==> src/rtl/lsu_queue.sv <==
`timescale 1ns/1ps
// In-order load/store queue: buffers DEPTH requests, splits misaligned words
// into two bus beats and returns merged read data with the transaction id.
module lsu_queue #(
  parameter int unsigned DATA_W = 16,
  parameter int unsigned ADDR_W = 16,
  parameter int unsigned DEPTH  = 4,
  parameter int unsigned TID_W  = 1
) (
  input  logic              clk,
  input  logic              a_rst,
  input  logic [ADDR_W-1:0] rq_addr,
  input  logic              rq_wr_addr,
  input  logic [DATA_W-1:0] rq_data,
  input  logic              rq_width,
  input  logic              rq_cmd,
  input  logic [TID_W-1:0]  rq_t_id,
  input  logic              rq_start,
  output logic              rq_ack,
  input  logic              mem_rdy,
  input  logic [DATA_W-1:0] mem_rdata,
  output logic [ADDR_W-1:0] mem_addr,
  output logic [DATA_W-1:0] mem_wdata,
  output logic              mem_cmd,
  output logic [DATA_W/8-1:0] mem_be,
  output logic              mem_bus_assert,
  output logic              rsp_valid,
  output logic [DATA_W-1:0] rsp_data,
  output logic [TID_W-1:0]  rsp_t_id,
  output logic              lsu_idle
);
  localparam int unsigned BYTES = DATA_W / 8;
  localparam int unsigned OFF_W = $clog2(BYTES);
  localparam int unsigned PTR_W = $clog2(DEPTH);
  localparam int unsigned CNT_W = PTR_W + 1;
  localparam int unsigned SH_W  = $clog2(DATA_W) + 1;

  typedef struct packed {
    logic [ADDR_W-1:0] addr;
    logic [DATA_W-1:0] data;
    logic              width;
    logic              cmd;
    logic [TID_W-1:0]  tid;
  } entry_t;

  typedef enum logic [1:0] {IDLE, BEAT0, BEAT1} state_t;

  entry_t            q_mem [DEPTH];
  entry_t            head_e;
  logic [PTR_W-1:0]  head, tail;
  logic [CNT_W-1:0]  count;
  logic [ADDR_W-1:0] last_addr, addr_in, base;
  logic [DATA_W-1:0] partial, shifted, merged;
  logic [OFF_W-1:0]  off;
  logic [SH_W-1:0]   sh_lo, sh_hi;
  logic [BYTES-1:0]  ones;
  logic              full, push, pop, split, beat_done, last_beat, more;
  state_t            state, state_nxt;

  assign full      = (count == CNT_W'(DEPTH));
  assign rq_ack    = rq_start & ~full;
  assign push      = rq_ack;
  assign addr_in   = rq_wr_addr ? rq_addr : last_addr;
  assign head_e    = q_mem[head];
  assign off       = head_e.addr[OFF_W-1:0];
  assign base      = {head_e.addr[ADDR_W-1:OFF_W], OFF_W'(0)};
  assign sh_lo     = SH_W'({off, 3'b000});
  assign sh_hi     = SH_W'(DATA_W) - sh_lo;
  assign ones      = '1;
  assign split     = ~head_e.width & (off != '0);
  assign beat_done = mem_bus_assert & mem_rdy;
  assign last_beat = (state == BEAT1) | ((state == BEAT0) & ~split);
  assign pop       = beat_done & last_beat;
  // Another entry will be head after this pop (possibly the one arriving now).
  assign more      = (count > CNT_W'(1)) | push;
  assign lsu_idle  = (count == '0) & ~mem_bus_assert & ~rsp_valid;

  // Next-state and beat decode from the head entry.
  always_comb begin
    state_nxt      = state;
    mem_bus_assert = 1'b0;
    mem_addr       = base;
    mem_wdata      = '0;
    mem_cmd        = 1'b0;
    mem_be         = '0;
    case (state)
      IDLE: begin
        if ((count != '0) | push) state_nxt = BEAT0;
      end
      BEAT0: begin
        mem_bus_assert = 1'b1;
        mem_cmd        = head_e.cmd;
        if (head_e.width) begin
          mem_be    = BYTES'(1) << off;
          mem_wdata = DATA_W'(head_e.data[7:0]) << sh_lo;
        end else begin
          mem_be    = ones << off;
          mem_wdata = head_e.data << sh_lo;
        end
        if (beat_done) state_nxt = split ? BEAT1 : (more ? BEAT0 : IDLE);
      end
      BEAT1: begin
        mem_bus_assert = 1'b1;
        mem_cmd        = head_e.cmd;
        mem_addr       = base + ADDR_W'(BYTES);
        mem_be         = ~(ones << off);
        mem_wdata      = head_e.data >> sh_hi;
        if (beat_done) state_nxt = more ? BEAT0 : IDLE;
      end
      default: state_nxt = IDLE;
    endcase
  end

  // Read data alignment: beat0 lanes shift down, beat1 lanes fill the top.
  always_comb begin
    shifted = mem_rdata >> sh_lo;
    if (state == BEAT1)    merged = partial | (mem_rdata << sh_hi);
    else if (head_e.width) merged = DATA_W'(shifted[7:0]);
    else                   merged = shifted;
  end

  always_ff @(posedge clk) begin
    if (push) q_mem[tail] <= {addr_in, rq_data, rq_width, rq_cmd, rq_t_id};
  end

  always_ff @(posedge clk or negedge a_rst) begin
    if (!a_rst) begin
      state     <= IDLE;
      head      <= '0;
      tail      <= '0;
      count     <= '0;
      last_addr <= '0;
      partial   <= '0;
      rsp_valid <= 1'b0;
      rsp_data  <= '0;
      rsp_t_id  <= '0;
    end else begin
      state <= state_nxt;
      count <= count + CNT_W'(push) - CNT_W'(pop);
      if (push) begin
        tail      <= tail + PTR_W'(1);
        last_addr <= addr_in;
      end
      if (pop) head <= head + PTR_W'(1);
      if (beat_done && (state == BEAT0) && split) partial <= shifted;
      rsp_valid <= pop;
      if (pop) begin
        rsp_t_id <= head_e.tid;
        rsp_data <= head_e.cmd ? '0 : merged;
      end
    end
  end
endmodule

==> config.mk <==
export PLATFORM = sky130hd
export DESIGN_NAME = lsu_queue
export DESIGN_NICKNAME = d
export VERILOG_FILES = /design/src/rtl/lsu_queue.sv
export SDC_FILE = /design/constraint.sdc
export NUM_CORES = 1
export LEC_CHECK = 0
export ABC_CLOCK_PERIOD_IN_PS = 7900
export CAP_MARGIN = 25
export CORE_ASPECT_RATIO = 1.1
export CORE_MARGIN = 2
export CORE_UTILIZATION = 30
export DETAILED_ROUTE_END_ITERATION = 7
export RECOVER_POWER = 100
export SETUP_SLACK_MARGIN = 0.3
export SLEW_MARGIN = 10
export SYNTH_ARGS = -nofsm -noshare
export SYNTH_HDL_FRONTEND = slang
export SYNTH_SLANG_ARGS = --single-unit
export TNS_END_PERCENT = 20
==> constraint.sdc <==
create_clock -name clk -period 7.9 [get_ports clk]
set_input_delay 0.79 -clock clk [delete_from_list [all_inputs] [get_ports clk]]
set_output_delay 0.79 -clock clk [all_outputs]
set_load 0.05 [all_outputs]
==> out/summary.md <==
The number of flops mapped to enable cells by yosys works out to 140. The most numerous cell type found on the critical path is sky130_fd_sc_hd__nand3_1. The worst hold path belongs to the class reg2reg. Across the VDD grid, the largest voltage drop is 0.0002098 V.

TritonCTS created 17 clock buffers. The final reports fail on capacitance limit, slew limit. Synthesis inferred 199 register bits.

The minimum clock period is 5824 ps. The most frequent cell after synthesis was sky130_fd_sc_hd__edfxtp_1. The global routing's busiest layer was met2. The top cell type's share of synthesized area was 49.26%; the cell area reported after detailed placement was 0.009971 mm^2. The flow ran to the end, but the final reports show violations. TritonCTS built the clock tree.

The synthesized design spends more area on one cell type than any other, namely sky130_fd_sc_hd__edfxtp_1. Setup repair after global routing left no endpoint under its margin. In the global route stage, met1 resource usage came out at 16.11%.

Detailed routing inserted a total of 4788 vias. Timing would allow up to 171.7 MHz. For the pin with the worst max-slew slack, the measured transition is 3424 ps. The tools report the total routing resource utilization after global routing as 12.63%.

For the worst-skew pair, the clock arrives at the later sink with an insertion delay of 440 ps. The slowest stage of the critical path is the sky130_fd_sc_hd__clkbuf_1 cell. The run gives 483.6 ps as the worst hold margin. In this run the clock root is driven by a sky130_fd_sc_hd__clkbuf_16. The number of gates given a new drive strength after cts was 0; the remaining number of nets flagged by the antenna check after routing was 0.

The tools report the number of DRC violations after detailed routing as 0. Sorting the synthesized cells by area gives the leading types as sky130_fd_sc_hd__edfxtp_1 (49%), sky130_fd_sc_hd__dfrtp_1 (17%), sky130_fd_sc_hd__mux4_2 (9.2%). For the sum of routed wire length over all layers, the log shows 18.17 mm. The overall power consumption came out at 4.409 mW. Routability-driven placement finished with a final weighted congestion of 0.7141. After clock tree synthesis, the flow added hold-fix buffers numbering 0. The horizontal die dimension is 164.8 um. During synthesis, Yosys emitted a total of 0 warnings. Entering global routing, the biggest net connects 60 pins. Of the synthesized area, sequential elements account for 66.56%. Across the run, the number of max-cap violations was 5. In the final timing run, aggregate negative setup slack is 0 ps.

Synthesis produced a netlist whose cell count is 530. Number of antenna violations at the first check in global routing: 4. The commonest cells after synthesis are sky130_fd_sc_hd__edfxtp_1 (140), sky130_fd_sc_hd__dfrtp_1 (59), sky130_fd_sc_hd__mux4_2 (35), sky130_fd_sc_hd__mux2_2 (33), sky130_fd_sc_hd__nand2_1 (27). Setup violations remaining at the end of the flow were counted as 0. The final HPWL from detailed placement was 11.75 mm; the met2 demand-to-capacity share in global routing was 20.60%.

Power spread over the standard cell area amounts to 419.5 mW/mm^2. The initial standard-cell utilization of the core came out at 30.63%. The die is 180.9 um tall. At the worst endpoint, the arrival time is 5030 ps. The via count normalized by instance count came out at 4.717.

The run gives 44 as the number of different library cells in the post-synthesis netlist. The total clock sinks is 199. The setup check on the worst reg-to-reg path leaves a slack of 2210 ps.

The logs give 195 for the final-report max-slew violation count and 112 for the count of boundary I/O pins. After layout, the worst path uses 73.72% of the clock period. Global routing consumed, on the met3 layer, 3.466% of the routing resources. Of the cells placed in the final design, the portion with a size suffix greater than 1 is 13.85%. After the first detailed-routing iteration, the DRC count stood at 440. Among all flip-flop cells after synthesis, the most frequent one is sky130_fd_sc_hd__edfxtp_1. The via count of the first global-routing pass is 4792. When the netlist entered floorplanning its net count stood at 599.

The tools report the die area as 0.02982 mm^2. The core region is 0.02787 mm^2. Along the worst path, the maximum fanout reaches 36. Walking the worst path, the cells encountered are clkbuf_1 -> mux4_2 -> ha_1 -> nand3_1 -> nor2_1 -> nand3_1 -> xnor2_1 -> dlygate4sd3_1. The floorplan has 64 rows. Maximum root-to-sink buffer count: 2.

For this run, the slowest stage of the critical path takes 1650 ps. The number of nets in the final layout is 706. STA classifies the critical path endpoint as an output pin. For the worst setup path, the data required time is 7110 ps. For the worst-case clock skew, the log shows 13.11 ps. Averaged over all synthesized cells, the footprint is 16.10 um^2. For this run, the share of the core covered by cells in the final layout is 37.72%. The number of I/O port buffers was 110. The finished cells cover 0.01051 mm^2. For the synthesized area, the log shows 0.008534 mm^2.

The post-CTS setup repair buffer count was 0; the total iterations of the first detailed-routing run was 4. The area growth from synthesis to layout was 23.15%; the proportion of register bits with asynchronous set or reset after synthesis was 29.65%. The first global-routing pass estimated 27.91 mm of wire. The logs give 2603 for the number of fill cells and 0 for the final count of hold timing violations.

In the final layout, the multi-input gates occupy 0.002623 mm^2. The flip-flop and latch area is 0.005682 mm^2. After detailed routing, the average wire length per cell comes to 17.90 um. Headroom to the max-slew limit came out at -128.2%. Clock-pin slew was measured on the worst setup and hold paths at 70 ps. Dominant delay contributor by cell family on the critical path: buffers and inverters. Counting both buffers and inverters, the worst setup path holds a total of 2. Summed over all cells, the static leakage comes to 3.857 nW. The tools report the startpoint class of the critical path as a flop. The CTS H-tree depth is 4, and the sum of overflow across all layers after global routing is 0. By startpoint and endpoint, the worst setup path is classified as reg2out.
## cells in the final DEF (no fill, tap or decap), types with 11 or more instances in the layout
cell	instances
sky130_fd_sc_hd__mux2_2	17
sky130_fd_sc_hd__xnor2_1	13
sky130_fd_sc_hd__nand3_1	14
sky130_fd_sc_hd__clkdlybuf4s50_1	33
sky130_fd_sc_hd__inv_1	12
sky130_fd_sc_hd__mux2_1	17
sky130_fd_sc_hd__a22oi_1	15
sky130_fd_sc_hd__o21ai_0	17
sky130_fd_sc_hd__dfrtp_1	58
sky130_fd_sc_hd__o2bb2ai_1	16
sky130_fd_sc_hd__nand2_1	27
sky130_fd_sc_hd__and2_1	12
sky130_fd_sc_hd__clkbuf_16	17
sky130_fd_sc_hd__a21oi_1	11
sky130_fd_sc_hd__dlygate4sd3_1	76
sky130_fd_sc_hd__nor2_1	26
sky130_fd_sc_hd__ha_1	11
sky130_fd_sc_hd__mux4_2	35
sky130_fd_sc_hd__edfxtp_1	140
## cell type report
cell class | instances | area share (%)
repair buffers | 117 | 10.75
flip-flops and latches | 199 | 54.06
diodes | 2 | 0.04762
multi-input cells | 290 | 24.95
well taps | 363 | 4.321
clock buffers | 17 | 4.048
clock inverters | 15 | 1.393
inverters | 12 | 0.4286
## report_power, final
| group | total, mW | switching (mW) | internal (mW) |
|---|---|---|---|
| Clock | 0.840 | 0.398 | 0.442 |
| Combinational | 2.01 | 1.30 | 0.710 |
| Sequential | 1.56 | 0.111 | 1.45 |
## final timing paths
path,startpoint,to,cells past startpoint
max,head[1]$_DFFE_PN0P_,mem_addr[15],8
min,rsp_data[8]$_DFFE_PN0P_,rsp_data[8]$_DFFE_PN0P_,1
min in group asynchronous,a_rst,rsp_data[4]$_DFFE_PN0P_,2
max reg2reg,head[1]$_DFFE_PN0P_,count[2]$_DFF_PN0_,12
max in group asynchronous,a_rst,head[0]$_DFFE_PN0P_,2
min reg2reg,rsp_data[8]$_DFFE_PN0P_,rsp_data[8]$_DFFE_PN0P_,1
## registers in the layout, indices dropped and copies added (netlist names)
register / count
q_mem: 140
last_addr: 16
partial: 16
rsp_data: 16
count: 3
head: 2
state: 2
tail: 2
rsp_t_id: 1
rsp_valid: 1
## per-layer routing
layer | wire length [um] | share of wire [%]
met4 | 401 | 2.2
met3 | 949 | 5.2
met1 | 7822 | 43
met2 | 8981 | 49
met5 | 13 | 0.072
## stage by stage
stage / setup slack [ps] / std cells
detailed placement: 3769 / 979
global route: 1629 / 1013
CTS: 3263 / 1011
finish: 2076 / 1015
global placement: 3769 / 979
floorplan: 4263 / 530
## kinds of logic (layout without fill, tap and decap cells)
group / count (synthesis) / after routing / share of synthesized area (%)
DFF: 199 / 199 / 66.56
AOI/OAI and AO/OA: 73 / 73 / 5.806
buffers and inverters: 41 / 161 / 2.448
adders and majority gates: 13 / 13 / 1.994
other: 1 / 3 / 0.04394
muxes: 77 / 77 / 14.66
and+or+nand+nor: 108 / 108 / 6.642
xor gates and xnor gates: 18 / 18 / 1.847
Power figures use the tool's default switching activity.
